--- src/rtl/game_countdown.sv ---
// Round timer for a game: counts START_SECONDS down at TICKS_PER_SEC clocks per
// second, with pause, bonus time, victory on all enemies dead and a sticky timeout.
module game_countdown #(
  parameter int TICKS_PER_SEC = 50000000,
  parameter int START_SECONDS = 60,
  parameter int N_ENEMIES     = 7,
  parameter int SEC_W         = 10,
  parameter int BONUS_SECONDS = 5,
  parameter int MAX_SECONDS   = 999,
  parameter int WARN_SECONDS  = 10
) (
  input  logic                 clk,
  input  logic                 rst,
  input  logic                 start,
  input  logic                 pause,
  input  logic [N_ENEMIES-1:0] enemy_dead,
  input  logic                 bonus,
  output logic [SEC_W-1:0]     seconds,
  output logic                 tick,
  output logic                 running,
  output logic                 low_time,
  output logic                 game_over,
  output logic                 victory
);

  localparam int CNT_W = (TICKS_PER_SEC > 1) ? $clog2(TICKS_PER_SEC) : 1;

  localparam logic [CNT_W-1:0] CNT_LAST  = CNT_W'(TICKS_PER_SEC - 1);
  localparam logic [CNT_W-1:0] CNT_ONE   = CNT_W'(1);
  localparam logic [SEC_W-1:0] SEC_START = SEC_W'(START_SECONDS);
  localparam logic [SEC_W:0]   EXT_ONE   = (SEC_W+1)'(1);
  localparam logic [SEC_W:0]   EXT_BONUS = (SEC_W+1)'(BONUS_SECONDS);
  localparam logic [SEC_W:0]   EXT_MAX   = (SEC_W+1)'(MAX_SECONDS);
  localparam logic [SEC_W:0]   EXT_WARN  = (SEC_W+1)'(WARN_SECONDS);

  localparam logic [2:0] S_IDLE    = 3'd0;
  localparam logic [2:0] S_RUN     = 3'd1;
  localparam logic [2:0] S_PAUSED  = 3'd2;
  localparam logic [2:0] S_TIMEOUT = 3'd3;
  localparam logic [2:0] S_WIN     = 3'd4;

  logic [2:0]       r_state;
  logic [CNT_W-1:0] r_count;
  logic [SEC_W-1:0] r_seconds;
  logic             r_tick;

  logic [2:0]       w_state_nxt;
  logic [CNT_W-1:0] w_count_nxt;
  logic [SEC_W-1:0] w_seconds_nxt;
  logic             w_tick_nxt;

  logic             w_tick_due;
  logic             w_all_dead;
  logic [SEC_W:0]   w_sec_base;
  logic [SEC_W:0]   w_sec_sum;
  logic [SEC_W:0]   w_sec_sat;

  assign w_tick_due = (r_count == CNT_LAST);
  assign w_all_dead = &enemy_dead;

  // One extra bit keeps decrement-plus-bonus from wrapping before saturation.
  assign w_sec_base = (w_tick_due && (r_seconds != '0)) ? ({1'b0, r_seconds} - EXT_ONE)
                                                        : {1'b0, r_seconds};
  assign w_sec_sum  = w_sec_base + (bonus ? EXT_BONUS : '0);
  assign w_sec_sat  = (w_sec_sum > EXT_MAX) ? EXT_MAX : w_sec_sum;

  // NOTE: every always_comb output gets a default first so no path infers a latch.
  always_comb begin
    w_state_nxt   = r_state;
    w_count_nxt   = r_count;
    w_seconds_nxt = r_seconds;
    w_tick_nxt    = 1'b0;
    if (start) begin
      w_state_nxt   = S_RUN;
      w_count_nxt   = '0;
      w_seconds_nxt = SEC_START;
    end else begin
      case (r_state)
        S_IDLE, S_TIMEOUT, S_WIN: ;
        S_RUN: begin
          if (w_all_dead) begin
            w_state_nxt = S_WIN;
          end else if (pause) begin
            w_state_nxt = S_PAUSED;
          end else begin
            w_count_nxt   = w_tick_due ? '0 : (r_count + CNT_ONE);
            w_seconds_nxt = w_sec_sat[SEC_W-1:0];
            w_tick_nxt    = w_tick_due;
            if (w_tick_due && (w_sec_sat == '0)) w_state_nxt = S_TIMEOUT;
          end
        end
        S_PAUSED: if (!pause) w_state_nxt = S_RUN;
        default:  w_state_nxt = S_IDLE;
      endcase
    end
  end

  // NOTE: sequential state uses non-blocking assignments so all registers update together.
  always_ff @(posedge clk or posedge rst) begin
    if (rst) begin
      r_state   <= S_IDLE;
      r_count   <= '0;
      r_seconds <= SEC_START;
      r_tick    <= 1'b0;
    end else begin
      r_state   <= w_state_nxt;
      r_count   <= w_count_nxt;
      r_seconds <= w_seconds_nxt;
      r_tick    <= w_tick_nxt;
    end
  end

  assign seconds   = r_seconds;
  assign tick      = r_tick;
  assign running   = (r_state == S_RUN);
  assign game_over = (r_state == S_TIMEOUT);
  assign victory   = (r_state == S_WIN);
  assign low_time  = ((r_state == S_RUN) || (r_state == S_PAUSED)) &&
                     (r_seconds != '0) && ({1'b0, r_seconds} <= EXT_WARN);

endmodule

--- config.mk ---
export PLATFORM = sky130hd
export DESIGN_NAME = game_countdown
export DESIGN_NICKNAME = d
export VERILOG_FILES = /design/src/rtl/game_countdown.sv
export SDC_FILE = /design/constraint.sdc
export NUM_CORES = 1
export LEC_CHECK = 0
export BUFFER_PORTS_ARGS = -buffer_cell sky130_fd_sc_hd__buf_2
export CAP_MARGIN = 0
export CORE_UTILIZATION = 36
export CTS_CLUSTER_DIAMETER = 60
export DETAILED_ROUTE_END_ITERATION = 7
export SYNTH_ARGS = -nofsm -noshare
export SYNTH_HDL_FRONTEND = slang
export SYNTH_SLANG_ARGS = --single-unit
--- constraint.sdc ---
create_clock -name clk -period 6.6 [get_ports clk]
set_clock_uncertainty 0.15 [all_clocks]
set_input_delay 0.66 -clock clk [delete_from_list [all_inputs] [get_ports clk]]
set_output_delay 0.66 -clock clk [all_outputs]
set_load 0.01 [all_outputs]
Word level (Yosys, flattened, before mapping)
Index checks and enable logic that the tools add are counted.
Storage, ports and cells
  input bits: 12
  memory bits (writable): 0
  memories: 0
  output and inout port bits: 15
  flip-flop bits (word level): 40
  latch bits: 0
  bits in read-only memories: 0
Operators by class
  order comparisons: 2
  shift-type cells: 0
  multiplexer cells: 22
  equal/unequal tests: 10
  add/subtract/negate cells: 3
  bitwise gates (word level): 0
  div/mod/pow operators: 0
  $mul: 0
  reductions and logical operators: 13
Operators with widths (count)
  2-to-1 mux 26 bit: 5
  2-to-1 mux 10 bit: 4
  adder 26 x 1 -> 26 bit, second input constant: 1
  == test 26 bit, second input constant: 1
  2-to-1 mux 11 bit: 2
  2-to-1 mux 3 bit: 6
  adder 11 x 3 -> 11 bit: 1
  > comparator 11 x 10 -> 1 bit, second input constant: 1
  zero test 11 bit: 1
  subtractor 10 x 1 -> 11 bit, second input constant: 1
  less-or-equal comparator 10 x 4 -> 1 bit, second input constant: 1
  nonzero test 10 bit: 1
  one-hot mux 3 bit (3 select lines): 1
  AND reduction 7 bit: 1
  == test 3 x 2 -> 1 bit, second input constant: 2
  != test 2 bit, second input constant: 3
  AND reduction 3 bit: 2
  != test 5 x 3 -> 1 bit, second input constant: 1
  logical AND 1 bit: 4
  2-to-1 mux 1 bit: 4
  == test 3 x 1 -> 1 bit, second input constant: 1
  == test 3 bit, second input constant: 1
  zero test 3 bit: 1
  != test 3 bit, second input constant: 1
  other kinds (3): 3

Longest topological paths before layout
  depth in word-level cells: 13
  mapped depth: 17

Worst setup path after synthesis
No wires, ideal clock.
  path kind: flip-flop to flip-flop
  start point: reg r_seconds[1], in the netlist seconds[1]
  end point: reg r_seconds[2], in the netlist seconds[2]
  stages on the path, launching flop included: 18
  library setup time: 62 ps
  required time: 6388 ps
  data arrival time: 3640 ps
  setup slack: 2748 ps
  path buffers: 0
  clock period less this slack: 3852 ps
  path through: dfrtp_1 -> inv_1 -> ha_1 -> or3b_1 -> nor3_4 -> nor3_1 -> xnor2_1 -> ha_1 -> ha_1 -> a21oi_1 -> a2111oi_0 -> o32a_1 -> o22ai_1 -> xor2_1 -> nor4_2 -> nand4bb_2 -> nand2_1 -> o32a_1
Between the ends
  longest elaborated chain between the ends: 10
  elaborated cells between the ends (all ways): 11
  those cells by class: add/sub (2); order compare (1); mux (6); reduce/logical (2)
Ends and longest elaborated chain
  from (decl): RTL line 44  | logic [SEC_W-1:0] r_seconds;
  from (signal assigned): RTL line 108  | r_seconds <= w_seconds_nxt;
  branches (longest 2 deep; another with subtractor 10 x 1 -> 11 bit)
  2-to-1 mux 11 bit *: RTL line 62  | assign w_sec_base = (w_tick_due && (r_seconds != '0)) ? ({1'b0, r_seconds} - EXT_ONE)
  adder 11 x 3 -> 11 bit *: RTL line 64  | assign w_sec_sum = w_sec_base + (bonus ? EXT_BONUS : '0);
  > comparator 11 x 10 -> 1 bit: RTL line 65  | assign w_sec_sat = (w_sec_sum > EXT_MAX) ? EXT_MAX : w_sec_sum;
  2-to-1 mux 11 bit *: RTL line 65
  2-to-1 mux 10 bit *: RTL line 83  | end else if (pause) begin
  2-to-1 mux 10 bit *: RTL line 81  | if (w_all_dead) begin
  2-to-1 mux 10 bit *: RTL line 78  | case (r_state)
  2-to-1 mux 10 bit *: RTL line 73  | if (start) begin
Mark *: on every way between the ends. The select of a mux whose other input is x is not followed.
A chain may end at the register's enable or synchronous reset.

Final worst setup path
  start point: reg r_seconds[6], in the netlist seconds[6]
  end point: reg r_seconds[2], in the netlist seconds[2]
The elaborated chain is that of the path after synthesis.

==> impl_metrics.ini <==
[logic_synthesis]
yosysWarnings = 0
yosysTopAreaCellShare_pct = 30.8
synth_flop_cell = dfrtp_1
ys_types = 66
synth_fp_nets = 350
ys_seq_area_share_pct = 34.4
postSynthAreaPerCell_um2 = 8.80
synthTopCellsByArea = dfrtp_1 (31%), xor2_1 (5.7%), nor2_1 (4.8%), dfstp_2 (3.6%), xnor2_1 (3.6%)
syn_area_um2 = 2920
ys_async_sr_fraction_pct = 100
ys_seq_elements = 40
synth_top_area_cell = dfrtp_1
syn_inst = 332
synth_edf_count = 0

[critical_path]
start_kind = flop
max_stage_delay_ns = 0.67
crit_buf_inv = 0
reg2reg_from = seconds[6]
endpoint_kind = flop
startpoint = seconds[6]
cp_top_family = simple AND/OR/NAND/NOR gates
crit_slowest_cell = or4_1
worstPathArrival_ns = 4.39
crit_type = flop to flop
crit_path_cell_trace = or4_1 -> nor3_4 -> nor3_1 -> xnor2_1 -> ha_1 -> ha_1 -> a21oi_1 -> a2111oi_0 -> o32a_1 -> o22ai_1 -> xor2_1 -> nor4_2 -> nand4bb_2 -> nand2_1 -> o32a_1
cp.depth = 15
cp.required_ns = 6.69
r2r_cells = 15
crit_fanout = 13

[timing]
hold_viol = 0
drv_slew = 0
slew_headroom_pct = 39.7
post-route-period-util_pct = 65.2
tightestPinTransition_ns = 0.900
fmax_ghz = 0.232
grt_setup_unrepaired = no
period_needed_ns = 4.30
setup_tns_ns = 0
setup_viol = 0

[clock_tree]
cts_tree = yes
cts_setup_buffers = 0
ctsLongestPathBuffers = 2
cts-root-buf = clkbuf_8
clk_pin_slew_ns = 0.09
cts-htree-levels = 2
clk_latency_ns = 0.30
hold_buffers = 0
ctsResizeCount = 0
numCtsBuffers = 5
cts_sinks = 40

[die]
die-area_um2 = 8480
die_w_um = 92.1
core_region_area_um2 = 7810
start_util_pct = 37.4
die_y_um = 92.1
pin_count = 27
num_rows = 32

[power_and_ir_drop]
seqPwrFrac_pct = 40.6
switchingPower_w = 0.000287
powerDensity_nw_per_um2 = 238
clockPowerShare_pct = 26.7
pwr-share-comb_pct = 32.7
internal_power_w = 0.000486
p_leak_nw = 1.33
ir_drop_mv = 0.0794
swShare_pct = 37.1

[place]
place_hpwl_mm = 5.38
portBuffers = 26
placedCellCount = 445
gp_congestion = 0.879

[global_route]
grt_overflow = 0
grt.total_usage_pct = 17.9
grt_pass1_vias = 2534
grt_max_degree = 41
antenna_found_initial = 0
grt_pass1_wl_mm = 12.2

[route]
wl_mm = 7.23
drtAntennaViolNets = 0
routed_via_density = 5.69
wl_per_cell_um = 16.0
num_vias = 2578
drcViolationCount = 0
drtIter0Drc = 122
drt_pass1_iterations = 4

[final_layout]
n_fill_cell = 786
final_nets = 368
layout_common_cells = nor2_1 (37), dfrtp_1 (36), nand2_1 (27), buf_2 (26), xor2_1 (19)
register_area_um2 = 1010
synthToLayoutAreaGrowth_pct = 10.9
fin_cells = 453
antenna_cells = 0
final_common_cell = nor2_1
drive_above_1_share_pct = 16.8
multiInputGateArea_um2 = 1820

[flow_run]
cap_violations = 0

[run_status]
status = finished clean

[min_path]
hp-class = primary input to asynchronous set/reset pin
-- state kept, by name, summed over array words and instances (netlist names) --
signal   cells
r_count     26
seconds     10
tick         1
r_state      3
-- synthesized netlist by cell type (2+ instances only) --
master      n
a2111oi_0   3
a211o_1     2
a21o_1      4
a21oi_1    12
a22o_1      7
a31oi_1     3
and2_1      8
and3_1      7
and4_1      6
buf_2       5
clkbuf_1   11
dfrtp_1    36
dfstp_2     4
ha_1        6
inv_1       7
nand2_1    27
nand2b_1    3
nand3_1    13
nand4_1    11
nor2_1     37
nor2b_1     2
nor3_1      7
nor3b_1     3
nor4_1      8
nor4_2      2
nor4b_1     2
o211ai_1    2
o21ai_0    17
o21ai_1     2
o21bai_1    3
o31ai_1     2
o32a_1      2
or2_2       4
or3b_1      2
or4_1       2
xnor2_1    12
xor2_1     19
-- worst paths after layout --
kind / slack, ns / to
min in group clk: 0.37 / r_count[25]
max: 2.30 / seconds[2]
max in group asynchronous: 5.60 / seconds[3]
max reg2reg: 2.30 / seconds[2]
min reg2reg: 0.37 / r_count[25]
min: 0.33 / r_count[2]
-- logic make-up (layout without fill, tap and decap cells) --
group	Yosys count	count (layout)	share of synthesized area, %
AND/OR/NAND/NOR	159	159	32.1
buffers and inverters	24	43	3.30
AO/OA/AOI/OAI	69	69	16.8
multiplexers	2	2	0.728
adder cells (fa/ha/maj)	6	6	2.57
flip-flops	40	40	34.4
XOR/XNOR	32	32	10.1
-- power groups by stage --
stage                     logic [W]  clock network, W  registers [W]
after floorplan            0.000199                 0       0.000297
after global placement     0.000250                 0       0.000316
after detailed placement   0.000252                 0       0.000318
after CTS                  0.000253          0.000213       0.000313
after global routing       0.000279          0.000223       0.000320
final                      0.000253          0.000207       0.000313
-- layout make-up --
cell class	count	area share [%]
multi-input combinational	268	56.2
sequential	40	31.0
timing repair buffer	28	4.48
tap	102	3.94
clock buffer	5	2.12
clock inverter	3	1.43
inverter	7	0.811
-- stage by stage --
step	utilization [%]	hold slack [ns]	worst slack [ns]	cell area (um2)	total power (W)
global route	41.5	0.380	1.99	3240	0.000822
global placement	40.0	0.346	2.49	3130	0.000566
CTS	41.5	0.344	2.33	3240	0.000779
finish	41.5	0.329	2.30	3240	0.000773
detailed placement	40.0	0.356	2.37	3130	0.000570
floorplan	-	0.302	2.75	2920	0.000497
-- metal layers --
layer | wire length [um] | up-vias | global-route usage [%] | share of wire [%]
met1 | 3460 | 1241 | 24.5 | 48
li1 | - | 1257 | - | -
met2 | 3340 | 68 | 28.9 | 46
met4 | 130 | 0 | 6.25 | 1.8
met3 | 303 | 12 | 2.40 | 4.2
met5 | 0 | - | 0 | 0
-- worst register-to-register path, cell delays in order (launching register included) --
cell	delay, ns
dfrtp_1	0.52
or4_1	0.67
nor3_4	0.33
nor3_1	0.12
xnor2_1	0.16
ha_1	0.26
ha_1	0.24
a21oi_1	0.12
a2111oi_0	0.40
o32a_1	0.20
o22ai_1	0.11
xor2_1	0.19
nor4_2	0.30
nand4bb_2	0.21
nand2_1	0.14
o32a_1	0.14
(Power assumes the default switching activity.)
